File: src/rtl/go_pkg.sv
// Shared types and constants for the Go game controller: stone encoding,
// board layout, the pass sentinel and the sequencer state encoding.
package go_pkg;

  typedef enum logic [1:0] {
    EMPTY = 2'b00,
    BLACK = 2'b01,
    WHITE = 2'b10
  } stone_t;

  localparam int BOARD_DIM = 9;

  // Indexed as board[row][col]; each point holds a 2-bit stone code.
  typedef logic [BOARD_DIM-1:0][BOARD_DIM-1:0][1:0] board_t;

  localparam logic [7:0] PASS_MOVE   = 8'hFF;
  localparam board_t     EMPTY_BOARD = '0;

  typedef enum logic [2:0] {
    S_IDLE,
    S_CHECK,
    S_ISSUE,
    S_WAIT_UPD,
    S_COMMIT,
    S_COMMIT_PASS,
    S_REJECT,
    S_GAME_OVER
  } seq_state_t;

  // Stone code for a stone placed by side t (0 = Black, 1 = White).
  function automatic logic [1:0] stone_of(input logic t);
    return {t, ~t};
  endfunction

endpackage

File: src/rtl/move_precheck.sv
// Combinational screening of a move request against the committed board:
// classifies it as a pass, an off-board point, or an already occupied point.
module move_precheck
  import go_pkg::*;
(
  input  board_t     board,
  input  logic [7:0] move,
  output logic       is_pass,
  output logic       out_of_range,
  output logic       occupied
);

  logic [3:0] row;
  logic [3:0] col;
  logic [3:0] row_i;
  logic [3:0] col_i;

  assign row = move[7:4];
  assign col = move[3:0];

  assign is_pass      = (move == PASS_MOVE);
  assign out_of_range = !is_pass && ((row > 4'd8) || (col > 4'd8));

  // Clamp the lookup so an off-board request never indexes past the array.
  assign row_i = out_of_range ? 4'd0 : row;
  assign col_i = out_of_range ? 4'd0 : col;

  assign occupied = !is_pass && !out_of_range &&
                    (stone_t'(board[row_i][col_i]) != EMPTY);

endmodule

File: src/rtl/game_sequencer.sv
// Authoritative game-state owner: screens move requests, hands legal ones to
// board_updater, and commits its result along with ko board, turn and counts.
module game_sequencer
  import go_pkg::*;
#(
  parameter int TIMEOUT_CYCLES = 1024,
  parameter int CNT_W          = 8
) (
  input  logic             clk_in,
  input  logic             rst_in,
  input  logic             new_game_in,
  input  logic             move_valid_in,
  input  logic [7:0]       move_in,
  output logic             move_ready_out,
  output logic             upd_start_out,
  output logic [7:0]       upd_move_out,
  output logic             upd_turn_out,
  output board_t           cur_board_out,
  output board_t           ko_board_out,
  input  board_t           upd_board_in,
  input  logic             upd_valid_in,
  input  logic             upd_invalid_in,
  output logic             turn_out,
  output logic             accepted_out,
  output logic             rejected_out,
  output logic             timeout_err_out,
  output logic             game_over_out,
  output logic [CNT_W-1:0] move_count_out
);

  localparam int TMR_W = (TIMEOUT_CYCLES > 1) ? $clog2(TIMEOUT_CYCLES) : 1;
  localparam logic [TMR_W-1:0] TMR_LAST = TMR_W'(TIMEOUT_CYCLES - 1);

  seq_state_t       state;
  logic [TMR_W-1:0] tmr;
  logic [1:0]       pass_cnt;

  logic is_pass;
  logic out_of_range;
  logic occupied;

  function automatic logic [CNT_W-1:0] sat_inc(input logic [CNT_W-1:0] c);
    return (&c) ? c : c + 1'b1;
  endfunction

  move_precheck u_precheck (
    .board        (cur_board_out),
    .move         (upd_move_out),
    .is_pass      (is_pass),
    .out_of_range (out_of_range),
    .occupied     (occupied)
  );

  assign move_ready_out = (state == S_IDLE);

  always_ff @(posedge clk_in or negedge rst_in) begin
    if (!rst_in) begin
      state           <= S_IDLE;
      tmr             <= '0;
      pass_cnt        <= '0;
      upd_start_out   <= 1'b0;
      upd_move_out    <= '0;
      upd_turn_out    <= 1'b0;
      cur_board_out   <= EMPTY_BOARD;
      ko_board_out    <= EMPTY_BOARD;
      turn_out        <= 1'b0;
      accepted_out    <= 1'b0;
      rejected_out    <= 1'b0;
      timeout_err_out <= 1'b0;
      game_over_out   <= 1'b0;
      move_count_out  <= '0;
    end else if (new_game_in) begin
      state           <= S_IDLE;
      tmr             <= '0;
      pass_cnt        <= '0;
      upd_start_out   <= 1'b0;
      upd_move_out    <= '0;
      upd_turn_out    <= 1'b0;
      cur_board_out   <= EMPTY_BOARD;
      ko_board_out    <= EMPTY_BOARD;
      turn_out        <= 1'b0;
      accepted_out    <= 1'b0;
      rejected_out    <= 1'b0;
      timeout_err_out <= 1'b0;
      game_over_out   <= 1'b0;
      move_count_out  <= '0;
    end else begin
      upd_start_out <= 1'b0;
      accepted_out  <= 1'b0;
      rejected_out  <= 1'b0;
      case (state)
        S_IDLE: begin
          if (move_valid_in) begin
            upd_move_out <= move_in;
            upd_turn_out <= turn_out;
            state        <= S_CHECK;
          end
        end
        // Pass bookkeeping is applied on leaving CHECK so accepted_out lands two cycles after the request.
        S_CHECK: begin
          if (is_pass) begin
            ko_board_out   <= cur_board_out;
            turn_out       <= ~turn_out;
            move_count_out <= sat_inc(move_count_out);
            pass_cnt       <= pass_cnt + 2'd1;
            accepted_out   <= 1'b1;
            state          <= S_COMMIT_PASS;
          end else if (out_of_range || occupied) begin
            rejected_out <= 1'b1;
            state        <= S_REJECT;
          end else begin
            upd_start_out <= 1'b1;
            state         <= S_ISSUE;
          end
        end
        S_ISSUE: begin
          tmr   <= '0;
          state <= S_WAIT_UPD;
        end
        S_WAIT_UPD: begin
          if (upd_invalid_in) begin
            rejected_out <= 1'b1;
            state        <= S_REJECT;
          end else if (upd_valid_in) begin
            ko_board_out   <= cur_board_out;
            cur_board_out  <= upd_board_in;
            turn_out       <= ~turn_out;
            pass_cnt       <= '0;
            move_count_out <= sat_inc(move_count_out);
            accepted_out   <= 1'b1;
            state          <= S_COMMIT;
          end else if (tmr == TMR_LAST) begin
            timeout_err_out <= 1'b1;
            rejected_out    <= 1'b1;
            state           <= S_REJECT;
          end else begin
            tmr <= tmr + 1'b1;
          end
        end
        S_COMMIT: state <= S_IDLE;
        S_COMMIT_PASS: begin
          if (pass_cnt == 2'd2) begin
            game_over_out <= 1'b1;
            state         <= S_GAME_OVER;
          end else begin
            state <= S_IDLE;
          end
        end
        S_REJECT:    state <= S_IDLE;
        S_GAME_OVER: state <= S_GAME_OVER;
        default:     state <= S_IDLE;
      endcase
    end
  end

endmodule

File: config.mk
export PLATFORM = sky130hd
export DESIGN_NAME = game_sequencer
export DESIGN_NICKNAME = d
export VERILOG_FILES = /design/src/rtl/go_pkg.sv /design/src/rtl/move_precheck.sv /design/src/rtl/game_sequencer.sv
export SDC_FILE = /design/constraint.sdc
export NUM_CORES = 1
export LEC_CHECK = 0
export BUFFER_PORTS_ARGS = -buffer_cell sky130_fd_sc_hd__buf_4
export CELL_PAD_IN_SITES_DETAIL_PLACEMENT = 1
export CELL_PAD_IN_SITES_GLOBAL_PLACEMENT = 1
export CORE_MARGIN = 3
export CORE_UTILIZATION = 30
export CTS_CLUSTER_SIZE = 12
export DETAILED_ROUTE_END_ITERATION = 8
export PLACE_DENSITY = 0.71
export SLEW_MARGIN = 15
export SYNTH_ARGS = -nofsm -noshare
export SYNTH_HDL_FRONTEND = slang
export SYNTH_SLANG_ARGS = --single-unit
File: constraint.sdc
create_clock -name clk_in -period 7.9 [get_ports clk_in]
set_input_delay 0.395 -clock clk_in [delete_from_list [all_inputs] [get_ports clk_in]]
set_output_delay 0.395 -clock clk_in [all_outputs]
set_load 0.1 [all_outputs]
==> impl_results.md <==
* 1st-iter DRT viols at 1,035
* Total iterations of the first detailed-routing run at 5
* Worst Path Required at 8.40 ns
* Most numerous cell in the Yosys netlist: nand2_1
* Core Box Area at 53,200 sq um
* Main area contributors after synthesis: dfrtp_1 (56%), nand2_1 (16%), a21oi_1 (10%)
* Post-synthesis xor/xnor area fraction at 0.753%
* Die area at 57,100 sq um
* Worst Hold Launch: upd_board_in[14]
* Clk sink count at 362
* Die span in y at 239 microns
* WHS Endpoint: cur_board_out[14]
* I/O pin cnt at 524
* RSZ-0062 raised after global routing: false
* Share of post-route cells with drive strength above 1 at 27.5%
* Die width at 239 microns
* Final TNS setup at 0 ns
* Post-DP HPWL at 55.2 mm
* Clock-pin slew on the worst setup and hold paths at 0.06 ns
* PortBufs at 523
* FF+latch count, synth at 362
* Post-DR vias/cell at 5.26
* Global-route wire length before repair at 112 mm
* Post-Synth Simple-Gate Area at 19.9%
* Final Core Density at 41.7%
* CTS tree: built
* Syn Std Cell Area at 16,300 sq um
* CP most frequent cell: nand2_1
* Total GRT Usage at 26.0%
* Initial antenna violation count at 4
* Ys async rst share at 100%
* Initial Util at 30.6%
* Antenna viol nets, final at 0
* Synth Area in Compound Gates at 16.9%
* Startpoint Class: register
* Post-Synth Adder-Cell Area at 0.230%
* # H-tree levels at 2
* Hold slack at 0.0746 ns
* Crit-path cells: buf_4 > inv_1 > o32ai_2 > nand2_1 > a32oi_1 > nand2_1 > a311oi_1 > or3_1 > and4_1
* Relative slew slack at 23.2%
* # fillers at 6,191
* Fmax at 246 MHz
* Crit path largest cell delay at 0.75 ns
* Final Setup Violations at 0
* Yosys warning total at 0
* # DRC at 0
* Leakage Power at 10.0 nW
* Register area share after synthesis at 55.6%
* Num CTS Buffers at 43
* WP data arrival at 4.57 ns
* Worst hold path type: input pin to register
* Clock Tree Buf Depth at 3
* Final Net Count at 2,483
* RR Startpoint: upd_move_out[4]
* CTS root buf: clkbuf_16
* Synthesized Nets at 2,038
* Post-CTS Resized at 0
* Worst vdd ir at 0.168 mV
* Hold depth at 2
* R2r endpoint: upd_start_out
* Worst Setup End Kind: register
* Post-layout min period at 4.07 ns
* Worst-skew pair later-pin latency at 0.56 ns
* Post-route cell area at 22,200 sq um
* Synth cell count leaders: nand2_1 (689), dfrtp_1 (362), a21oi_1 (337)
* PD cells at 210 nW/um^2
* Final WL at 76.1 mm
* Post-synthesis cell type count at 77
* Slew Viols, Final at 0
* Gr ovfl total at 0
* Slowest CP cell: o32ai_2
* Cell Area, Placed at 20,700 sq um
* Mean area per synthesized cell at 8.76 sq um
* Vias in the first global route at 16,800
* Drt wl/cell at 25.1 microns
* Largest family of logic cells by synthesized area: simple AND/OR/NAND/NOR gates
* Reg2Reg Setup Slack at 3.83 ns
* Non-Filler Instances at 3,027
* Largest net degree at the start of global routing at 158
* Reg2reg path depth at 9
* Via count at 15,900
* Setup CP Type: register to register
* Clock Skews at 0.0261 ns
* Final Cycle Share at 51.5%
* Worst Tran Pin Value at 1.15 ns
* Std-Cell Rows at 84
* Post-synth EDFFs at 0
* Fin. Hold Viols at 0
* Post-synth top area cell: dfrtp_1
* RePlAce Congestion at 0.878
* Outcome: completed
* Synth top area share at 55.6%
* Main synth FF type: dfrtp_1
* Cell total after placement at 2,946
* Max-Cap Viols at 0
* Synth-to-layout area growth at 36.3%
* Post-Syn Instances at 1,859
* Crit-path max FO at 55
* Multiplexer share of the synthesized area at 2.80%
-- critical path: cells and delay by family, from the launching register on --
family                 cells  cell delay (ns)
AO/OA/AOI/OAI              3             1.61
buffers and inverters      2             1.03
flip-flops                 1             0.51
AND/OR/NAND/NOR            4             0.82
-- final cells by class --
type | count | area, sq um | share of cell area [%]
Antenna cell | 2 | 5.00 | 0.0225
Clock buffer | 65 | 1250 | 5.63
Clock inverter | 13 | 216 | 0.975
Inverter | 14 | 52.6 | 0.237
Multi-Input combinational cell | 1343 | 6650 | 30.0
Sequential cell | 362 | 9060 | 40.8
Tap cell | 688 | 861 | 3.88
Timing Repair Buffer | 540 | 4100 | 18.5
-- registers in the layout, summed over array words and instances (netlist names) --
signal and cells:
upd_turn_out 1, move_count_out 8, timeout_err_out 1, turn_out 1, game_over_out 1, upd_start_out 1
cur_board_out 162, upd_move_out 8, tmr 10, state 3, ko_board_out 162, pass_cnt 2
rejected_out 1, accepted_out 1
-- power breakdown --
| group | internal [mW] | switching [mW] |
|---|---|---|
| Clock | 1.26 | 0.817 |
| Sequential | 1.88 | 0.0583 |
| Combinational | 0.183 | 0.470 |
| Total | 3.32 | 1.35 |
-- cells by family (layout without fill, tap and decap cells) --
logic type	count (synthesis)	count (layout)
xor gates and xnor gates	14	14
DFF	362	362
adders and majority gates	3	3
and+or+nand+nor	816	816
AOI/OAI and AO/OA	475	475
muxes	35	35
buffers and inverters	154	632
other	0	2
-- routing by layer --
metal	wire length (microns)	track usage (%)	up-vias
met3	5350	6.53	112
met5	12	0	-
met1	32200	33.9	8133
li1	-	-	7183
met4	2180	7.37	2
met2	36300	42.8	507
-- through the flow --
step           power, mW  setup WS [ns]
3_3_place_gp        2.61           3.98
6_report            4.66           3.83
2_1_floorplan       2.34           4.08
3_5_place_dp        2.62           3.83
4_1_cts             4.72           3.81
5_1_grt             4.84           3.56
-- placed cells by master (no fill, tap or decap), types with 5 or more instances in the layout --
master,Yosys,routed
nand2_1,689,688
buf_4,1,535
dfrtp_1,362,359
a21oi_1,337,336
nor2_1,57,57
clkbuf_16,0,44
o21ai_0,32,32
mux2i_1,17,17
nor3_1,16,16
clkbuf_1,116,14
inv_1,13,13
nand3_1,11,11
a31oi_1,10,10
mux2_2,9,9
a22o_1,9,9
a211oi_1,8,8
o31ai_1,8,8
mux4_2,7,7
nor2b_1,7,7
xnor2_1,7,7
xor2_1,7,7
clkbuf_8,0,7
a22oi_1,6,6
a221oi_1,6,6
o211ai_1,5,5
bufinv_16,0,5
-- how the worst max path moves through the flow --
stage | from | endpoint | slack (ns) | depth (start not counted)
2_1_floorplan | state[1] | upd_turn_out | 4.08 | 6
6_report | upd_move_out[4] | upd_start_out | 3.83 | 9
3_3_place_gp | upd_move_out[4] | move_count_out[7] | 3.98 | 10
5_1_grt | upd_move_out[4] | move_count_out[5] | 3.56 | 10
3_5_place_dp | upd_move_out[4] | move_count_out[5] | 3.83 | 10
4_1_cts | upd_move_out[4] | move_count_out[5] | 3.81 | 10
-- repair_timing --
item | 4_1_cts | 5_1_grt
hold buffers | 1 | 0
setup buffers | 0 | 0
hold endpoints to repair | 75 | 0
Note: power is estimated with default switching activity, not from simulation.
